--- config.mk ---
export PLATFORM = sky130hd
export DESIGN_NAME = debug_controller
export DESIGN_NICKNAME = d
export VERILOG_FILES = /design/src/rtl/debug_controller.sv
export SDC_FILE = /design/constraint.sdc
export NUM_CORES = 1
export LEC_CHECK = 0
export BUFFER_PORTS_ARGS = -buffer_cell sky130_fd_sc_hd__buf_4
export CAP_MARGIN = 20
export CORE_MARGIN = 3
export CORE_UTILIZATION = 30
export CTS_BUF_LIST = sky130_fd_sc_hd__clkbuf_16
export DETAILED_ROUTE_END_ITERATION = 10
export PLACE_DENSITY = 0.52
export REMOVE_ABC_BUFFERS = 1
export SLEW_MARGIN = 15
export SYNTH_ARGS = -nofsm -noshare
export SYNTH_HDL_FRONTEND = slang
export SYNTH_SLANG_ARGS = --single-unit
--- constraint.sdc ---
create_clock -name clk -period 8.4 [get_ports clk]
set_clock_uncertainty 0.2 [all_clocks]
set_input_delay 0.42 -clock clk [delete_from_list [all_inputs] [get_ports clk]]
set_output_delay 0.42 -clock clk [all_outputs]
set_load 0.02 [all_outputs]
--- src/rtl/debug_controller.sv ---
`default_nettype none
// ============================================================================
// Module   : debug_controller
// Desc     : Debug command controller: pause/step/resume/reset of the MCU,
//            PC breakpoint table, and bounded-time register/memory access.
// Revision : 1.0 - initial parametrised release
// ============================================================================
module debug_controller #(
  parameter int XLEN    = 32,
  parameter int NUM_BP  = 8,
  parameter int TIMEOUT = 255
) (
  input  logic            clk,
  input  logic            rst_n,
  input  logic [3:0]      i_cmd,
  input  logic [XLEN-1:0] i_cmd_addr,
  input  logic [XLEN-1:0] i_cmd_data,
  input  logic            i_cmd_valid,
  output logic            o_cmd_ready,
  output logic            o_rsp_valid,
  input  logic            i_rsp_ready,
  output logic [XLEN-1:0] o_rsp_data,
  output logic            o_rsp_err,
  input  logic [XLEN-1:0] i_pc,
  input  logic            i_mcu_busy,
  input  logic            i_mcu_ack,
  input  logic [XLEN-1:0] i_mcu_rdata,
  output logic            o_pause,
  output logic            o_flush,
  output logic            o_mcu_reset,
  output logic            o_bp_hit,
  output logic [XLEN-1:0] o_mcu_addr,
  output logic [XLEN-1:0] o_mcu_wdata,
  output logic            o_mem_rd,
  output logic            o_mem_wr,
  output logic            o_rf_rd,
  output logic            o_rf_wr
);

  localparam int CNT_W = $clog2(NUM_BP + 1);
  localparam int IDX_W = (NUM_BP > 1) ? $clog2(NUM_BP) : 1;
  localparam int TMR_W = (TIMEOUT > 1) ? $clog2(TIMEOUT) : 1;

  localparam logic [3:0] C_PAUSE  = 4'd0;
  localparam logic [3:0] C_RESUME = 4'd1;
  localparam logic [3:0] C_STEP   = 4'd2;
  localparam logic [3:0] C_RESET  = 4'd3;
  localparam logic [3:0] C_STATUS = 4'd4;
  localparam logic [3:0] C_BP_ADD = 4'd5;
  localparam logic [3:0] C_BP_RM  = 4'd6;
  localparam logic [3:0] C_MEM_RD = 4'd7;
  localparam logic [3:0] C_MEM_WR = 4'd8;
  localparam logic [3:0] C_REG_RD = 4'd9;
  localparam logic [3:0] C_REG_WR = 4'd10;

  typedef enum logic [2:0] {
    S_IDLE, S_PAUSING, S_STEP_RUN, S_STEP_STOP, S_ACCESS, S_RESPOND
  } state_t;

  state_t            r_state;
  logic [3:0]        r_cmd;
  logic [XLEN-1:0]   r_addr;
  logic [XLEN-1:0]   r_data;
  logic              r_pause;
  logic              r_sup;
  logic [XLEN-1:0]   r_sup_pc;
  logic [NUM_BP-1:0] r_bp_valid;
  logic [XLEN-1:0]   r_bp_addr [NUM_BP];
  logic [CNT_W-1:0]  r_count;
  logic              r_rsp_valid;
  logic [XLEN-1:0]   r_rsp_data;
  logic              r_rsp_err;
  logic              r_flush;
  logic              r_mcu_reset;
  logic              r_bp_hit;
  logic              r_mem_rd;
  logic              r_mem_wr;
  logic              r_rf_rd;
  logic              r_rf_wr;
  logic [TMR_W-1:0]  r_timer;

  logic              w_accept;
  logic              w_stepping;
  logic              w_pc_match;
  logic              w_hit;
  logic              w_paused;
  logic              w_match_any;
  logic [IDX_W-1:0]  w_match_idx;
  logic              w_free_any;
  logic [IDX_W-1:0]  w_free_idx;
  logic              w_bp_wr;
  logic [XLEN-1:0]   w_status;

  assign o_cmd_ready = rst_n && (r_state == S_IDLE) && !r_rsp_valid;
  assign w_accept    = i_cmd_valid && o_cmd_ready;
  assign w_stepping  = (r_state == S_STEP_RUN) || (r_state == S_STEP_STOP);
  assign w_hit       = !r_pause && !w_stepping && !(r_sup && (i_pc == r_sup_pc)) && w_pc_match;
  // A hit in the acceptance cycle counts as paused for that command.
  assign w_paused    = (r_pause || w_hit) && !i_mcu_busy;
  assign w_bp_wr     = w_accept && (i_cmd == C_BP_ADD) && !w_match_any && w_free_any;

  always_comb begin
    w_pc_match  = 1'b0;
    w_match_any = 1'b0;
    w_match_idx = '0;
    w_free_any  = 1'b0;
    w_free_idx  = '0;
    for (int i = NUM_BP - 1; i >= 0; i--) begin
      if (r_bp_valid[i] && (r_bp_addr[i] == i_pc)) w_pc_match = 1'b1;
      if (r_bp_valid[i] && (r_bp_addr[i] == i_cmd_addr)) begin
        w_match_any = 1'b1;
        w_match_idx = IDX_W'(i);
      end
      if (!r_bp_valid[i]) begin
        w_free_any = 1'b1;
        w_free_idx = IDX_W'(i);
      end
    end
  end

  always_comb begin
    w_status             = '0;
    w_status[0]          = w_paused;
    w_status[8 +: CNT_W] = r_count;
  end

  always_ff @(posedge clk) begin
    if (w_bp_wr) r_bp_addr[w_free_idx] <= i_cmd_addr;
  end

  always_ff @(posedge clk or negedge rst_n) begin
    if (!rst_n) begin
      r_state     <= S_IDLE;
      r_cmd       <= '0;
      r_addr      <= '0;
      r_data      <= '0;
      r_pause     <= 1'b0;
      r_sup       <= 1'b0;
      r_sup_pc    <= '0;
      r_bp_valid  <= '0;
      r_count     <= '0;
      r_rsp_valid <= 1'b0;
      r_rsp_data  <= '0;
      r_rsp_err   <= 1'b0;
      r_flush     <= 1'b0;
      r_mcu_reset <= 1'b0;
      r_bp_hit    <= 1'b0;
      r_mem_rd    <= 1'b0;
      r_mem_wr    <= 1'b0;
      r_rf_rd     <= 1'b0;
      r_rf_wr     <= 1'b0;
      r_timer     <= '0;
    end else begin
      r_flush     <= 1'b0;
      r_mcu_reset <= 1'b0;
      r_bp_hit    <= 1'b0;
      if (r_sup && (i_pc != r_sup_pc)) r_sup <= 1'b0;
      if (w_hit) begin
        r_pause  <= 1'b1;
        r_bp_hit <= 1'b1;
        r_flush  <= 1'b1;
      end

      case (r_state)
        S_IDLE: begin
          if (w_accept) begin
            r_cmd       <= i_cmd;
            r_addr      <= i_cmd_addr;
            r_data      <= i_cmd_data;
            r_rsp_data  <= '0;
            r_rsp_err   <= 1'b0;
            r_rsp_valid <= 1'b1;
            r_state     <= S_RESPOND;
            case (i_cmd)
              C_PAUSE: begin
                r_pause <= 1'b1;
                if (i_mcu_busy) begin
                  r_rsp_valid <= 1'b0;
                  r_state     <= S_PAUSING;
                end
              end
              C_RESUME: begin
                r_pause  <= 1'b0;
                r_sup    <= 1'b1;
                r_sup_pc <= i_pc;
              end
              C_STEP: begin
                if (!w_paused) begin
                  r_rsp_err <= 1'b1;
                end else begin
                  r_pause     <= 1'b0;
                  r_rsp_valid <= 1'b0;
                  r_state     <= S_STEP_RUN;
                end
              end
              C_RESET: begin
                r_mcu_reset <= 1'b1;
                r_flush     <= 1'b1;
              end
              C_STATUS: r_rsp_data <= w_status;
              C_BP_ADD: begin
                if (w_bp_wr) begin
                  r_bp_valid[w_free_idx] <= 1'b1;
                  r_count                <= r_count + CNT_W'(1);
                end else if (!w_match_any) begin
                  r_rsp_err <= 1'b1;
                end
              end
              C_BP_RM: begin
                if (w_match_any) begin
                  r_bp_valid[w_match_idx] <= 1'b0;
                  r_count                 <= r_count - CNT_W'(1);
                end else begin
                  r_rsp_err <= 1'b1;
                end
              end
              C_MEM_RD, C_MEM_WR, C_REG_RD, C_REG_WR: begin
                if (!w_paused) begin
                  r_rsp_err <= 1'b1;
                end else begin
                  r_rsp_valid <= 1'b0;
                  r_state     <= S_ACCESS;
                  r_timer     <= '0;
                  r_mem_rd    <= (i_cmd == C_MEM_RD);
                  r_mem_wr    <= (i_cmd == C_MEM_WR);
                  r_rf_rd     <= (i_cmd == C_REG_RD);
                  r_rf_wr     <= (i_cmd == C_REG_WR);
                end
              end
              default: r_rsp_err <= 1'b1;
            endcase
          end
        end
        S_PAUSING: begin
          if (!i_mcu_busy) begin
            r_rsp_valid <= 1'b1;
            r_state     <= S_RESPOND;
          end
        end
        S_STEP_RUN: begin
          r_pause <= 1'b1;
          r_state <= S_STEP_STOP;
        end
        S_STEP_STOP: begin
          if (!i_mcu_busy) begin
            r_rsp_data  <= i_pc;
            r_rsp_valid <= 1'b1;
            r_state     <= S_RESPOND;
          end
        end
        S_ACCESS: begin
          if (i_mcu_ack || (r_timer == TMR_W'(TIMEOUT - 1))) begin
            r_mem_rd    <= 1'b0;
            r_mem_wr    <= 1'b0;
            r_rf_rd     <= 1'b0;
            r_rf_wr     <= 1'b0;
            r_rsp_valid <= 1'b1;
            r_state     <= S_RESPOND;
            if (!i_mcu_ack) r_rsp_err <= 1'b1;
            else if ((r_cmd == C_MEM_RD) || (r_cmd == C_REG_RD)) r_rsp_data <= i_mcu_rdata;
          end else begin
            r_timer <= r_timer + TMR_W'(1);
          end
        end
        S_RESPOND: begin
          if (i_rsp_ready) begin
            r_rsp_valid <= 1'b0;
            r_rsp_data  <= '0;
            r_rsp_err   <= 1'b0;
            r_state     <= S_IDLE;
          end
        end
        default: r_state <= S_IDLE;
      endcase
    end
  end

  assign o_rsp_valid = r_rsp_valid;
  assign o_rsp_data  = r_rsp_data;
  assign o_rsp_err   = r_rsp_err;
  assign o_pause     = r_pause;
  assign o_flush     = r_flush;
  assign o_mcu_reset = r_mcu_reset;
  assign o_bp_hit    = r_bp_hit;
  assign o_mcu_addr  = r_addr;
  assign o_mcu_wdata = r_data;
  assign o_mem_rd    = r_mem_rd;
  assign o_mem_wr    = r_mem_wr;
  assign o_rf_rd     = r_rf_rd;
  assign o_rf_wr     = r_rf_wr;

endmodule
`default_nettype wire

==> flow_metrics.env <==
export IMPL_die_area_um2=77300
export IMPL_synth_area_um2=22200
export IMPL_r2r_end="r_bp_addr[1][10]"
export IMPL_synthFlopType="edfxtp_1"
export IMPL_ioPinCount=245
export IMPL_crit_chain="dlygate4sd3_1 > buf_4 > xnor2_1 > nand4_1 > nor4_1 > nand4_1 > nand2_1 > nor4_2 > nand2b_1 > a2111oi_2 > buf_4"
export IMPL_clk_latency_ps=620
export IMPL_cts_max_level=2
export IMPL_postCtsSetupBuffers=0
export IMPL_fin_crit_sh=0.498
export IMPL_die_height_um=278
export IMPL_critPathLaunchType="input pin"
export IMPL_setup_viol=0
export IMPL_numCtsBuffers=50
export IMPL_path_clk_slew_ps=60
export IMPL_synthArstFlopShare=0.393
export IMPL_arrival_ps=4230
export IMPL_maxSlewHeadroom=0.174
export IMPL_critPathKind="input pin to flop"
export IMPL_power_uw=6490
export IMPL_hold_depth=3
export IMPL_clockBufferDepth=3
export IMPL_fmax_mhz=239
export IMPL_synth_edf_count=256
export IMPL_via_count=17000
export IMPL_crit_path_end_kind="flop"
export IMPL_rsz0062_at_grt="false"
export IMPL_root_buffer="clkbuf_16"
export IMPL_wire_per_inst_um=25.7
export IMPL_avgSynthCellArea_um2=11.3
export IMPL_timing_critical_path_buf_inv=3
export IMPL_die_x_um=278
export IMPL_seq_area_um2=11800
export IMPL_status="complete, no violations"
export IMPL_min_to="o_mcu_addr[3]"
export IMPL_worstHoldStart="i_cmd_addr[3]"
export IMPL_synth_yosys_seq_area_share=0.533
export IMPL_placed_cell_area_um2=24900
export IMPL_hpwl_um=53700
export IMPL_r2r_start="r_state[2]"
export IMPL_post_place_ws_ps=4120
export IMPL_synth_most_common_cell="xnor2_1"
export IMPL_std_cell_rows=99
export IMPL_drcViolationCount=0
export IMPL_grt_max_degree=75
export IMPL_firstDrtPassIters=5
export IMPL_antenna_found_initial=3
export IMPL_fill_cells=7177
export IMPL_r2r_cells=8
export IMPL_power_density_nw_per_um2=236
export IMPL_grt_overflow=0
export IMPL_synth_distinct_cells=64
export IMPL_postSynthCellCount=1969
export IMPL_place_inst=3080
export IMPL_postLayoutCellArea_um2=27500
export IMPL_first_iter_violations=1537
export IMPL_synth_top_cell_area_share=0.346
export IMPL_nets=2402
export IMPL_cpPeakStageDelay_ps=790
export IMPL_drive_above_1_share=0.176
export IMPL_grt_use_total=0.211
export IMPL_port_buffers=244
export IMPL_cts_sinks=422
export IMPL_crit_required_ps=8450
export IMPL_reg2reg_slack_ps=4320
export IMPL_yosys_warnings=0
export IMPL_peakVddDrop_v=0.000164
export IMPL_synth_area_leader_cell="edfxtp_1"
export IMPL_wirelength_um=83900
export IMPL_p_leak_uw=0.0103
export IMPL_ant_nets=0
export IMPL_routabilityCongestion=0.927
export IMPL_maxSlewViolCount=0
export IMPL_initial_utilization=0.304
export IMPL_worst_pin_slew_ps=1220
export IMPL_grt_pass1_wl_um=119000
export IMPL_core_area_um2=73100
export IMPL_grt_pass1_vias=16900
export IMPL_hold_class="input pin to flop"
export IMPL_area_growth_pct=23.8
export IMPL_multi_input_area_um2=9840
export IMPL_cpMaxStageDelayCell="nor4_2"
export IMPL_fin_crit_ps=4180
export IMPL_worst_slack_ps=4220
export IMPL_finalNonFillerCells=3262
export IMPL_maxCapViolations=0
export IMPL_ys_top_cells_by_area="edfxtp_1 35%, dfrtp_1 19%, xnor2_1 14%, xor2_1 7.7%, nand2_1 4.3%"
export IMPL_cp_max_fo=32
export IMPL_cts_tree="done"
export IMPL_drt_vias_per_instance=5.20
export IMPL_synthTopCellsByCount="349 x xnor2_1, 257 x nand2_1, 256 x edfxtp_1"
export IMPL_final_hold_viol_count=0
export IMPL_critPathTopFamily="simple AND/OR/NAND/NOR gates"
export IMPL_ys_ff_latch=422
[area by class of cell]
type                    instances  share of cell area
repair buffers                347               0.103
multi-input cells            1419               0.358
well taps                     959              0.0437
diodes                          2            0.000182
clock buffers                  53              0.0483
inverters                      19             0.00259
flip-flops and latches        422               0.431
clock inverters                41              0.0137
[cell families after synthesis]
group                    share of synthesized area
AND/OR/NAND/NOR                              0.159
XOR/XNOR                                     0.215
flip-flops                                   0.533
buffers and inverters                       0.0261
AO/OA/AOI/OAI                               0.0418
multiplexers                                0.0220
adder cells (fa/ha/maj)                    0.00316
[worst register-to-register path, stage by stage, from the launching register on]
cell and delay (ps):
dfrtp_1 550, or2_1 390, nor4b_4 310, and2_2 240, o21ai_0 130, or3_1 490, nand2b_1 450, a2111oi_2 470
buf_4 470
[per-layer routing]
| layer | track usage | share of wire | wire length (um) |
|---|---|---|---|
| met2 | 0.332 | 0.45 | 37900 |
| met1 | 0.273 | 0.41 | 34400 |
| met5 | 0 | 0.00016 | 13 |
| met4 | 0.109 | 0.057 | 4760 |
| met3 | 0.0459 | 0.082 | 6850 |
[power by group]
part | internal [uW] | switching (uW)
Clock | 1330 | 929
Sequential | 2460 | 175
Combinational | 627 | 970
Total | 4420 | 2070
[placed cells by master, fill, tap and decap left out, types with 9 or more instances in the layout]
cell / instances
o21ai_0: 17
xnor2_1: 349
clkbuf_16: 53
inv_1: 26
nand4_1: 119
a21oi_1: 33
nand2_1: 256
nand4b_1: 11
clkinv_1: 13
mux2_2: 36
nand3_1: 37
nor3_1: 23
nand2b_1: 14
nor2_1: 94
a221oi_1: 28
and3_1: 9
edfxtp_1: 256
buf_4: 260
nor4_1: 74
dlygate4sd3_1: 86
xor2_1: 196
dfrtp_1: 166
[sequential cells by signal, indices dropped and copies added (netlist names), 3 cells and up]
register	flops
r_timer	8
o_mcu_addr	32
r_cmd	4
r_count	4
r_sup_pc	32
r_bp_valid	8
o_mcu_wdata	32
r_state	3
r_bp_addr	256
o_rsp_data	32
[worst max path at each step]
stage	startpoint	to	slack, ps	depth (start not counted)
after floorplan	r_state[2]	r_bp_addr[1][0]	-1190	7
after global placement	i_cmd_addr[18]	r_bp_addr[1][24]	4280	10
after detailed placement	i_cmd_addr[25]	r_bp_addr[1][9]	4120	10
after CTS	i_cmd_addr[20]	r_bp_addr[6][25]	4250	11
after global routing	i_cmd_addr[21]	r_bp_addr[1][10]	4070	11
final	i_cmd_addr[20]	r_bp_addr[1][10]	4220	11
[stage by stage]
step	setup TNS [ps]	util	hold slack [ps]
after global placement	0	0.341	217
after detailed placement	0	0.341	235
after global routing	0	0.376	14.4
final	0	0.376	33.0
after CTS	0	0.376	0.620
after floorplan	-38090	-	-75.6
[what timing repair did]
action | 4_1_cts | 5_1_grt
hold endpoints to repair | 142 | 0
hold buffers | 86 | 0
gates resized for setup | 0 | 0
No activity file was read; power rests on OpenSTA's default activity.
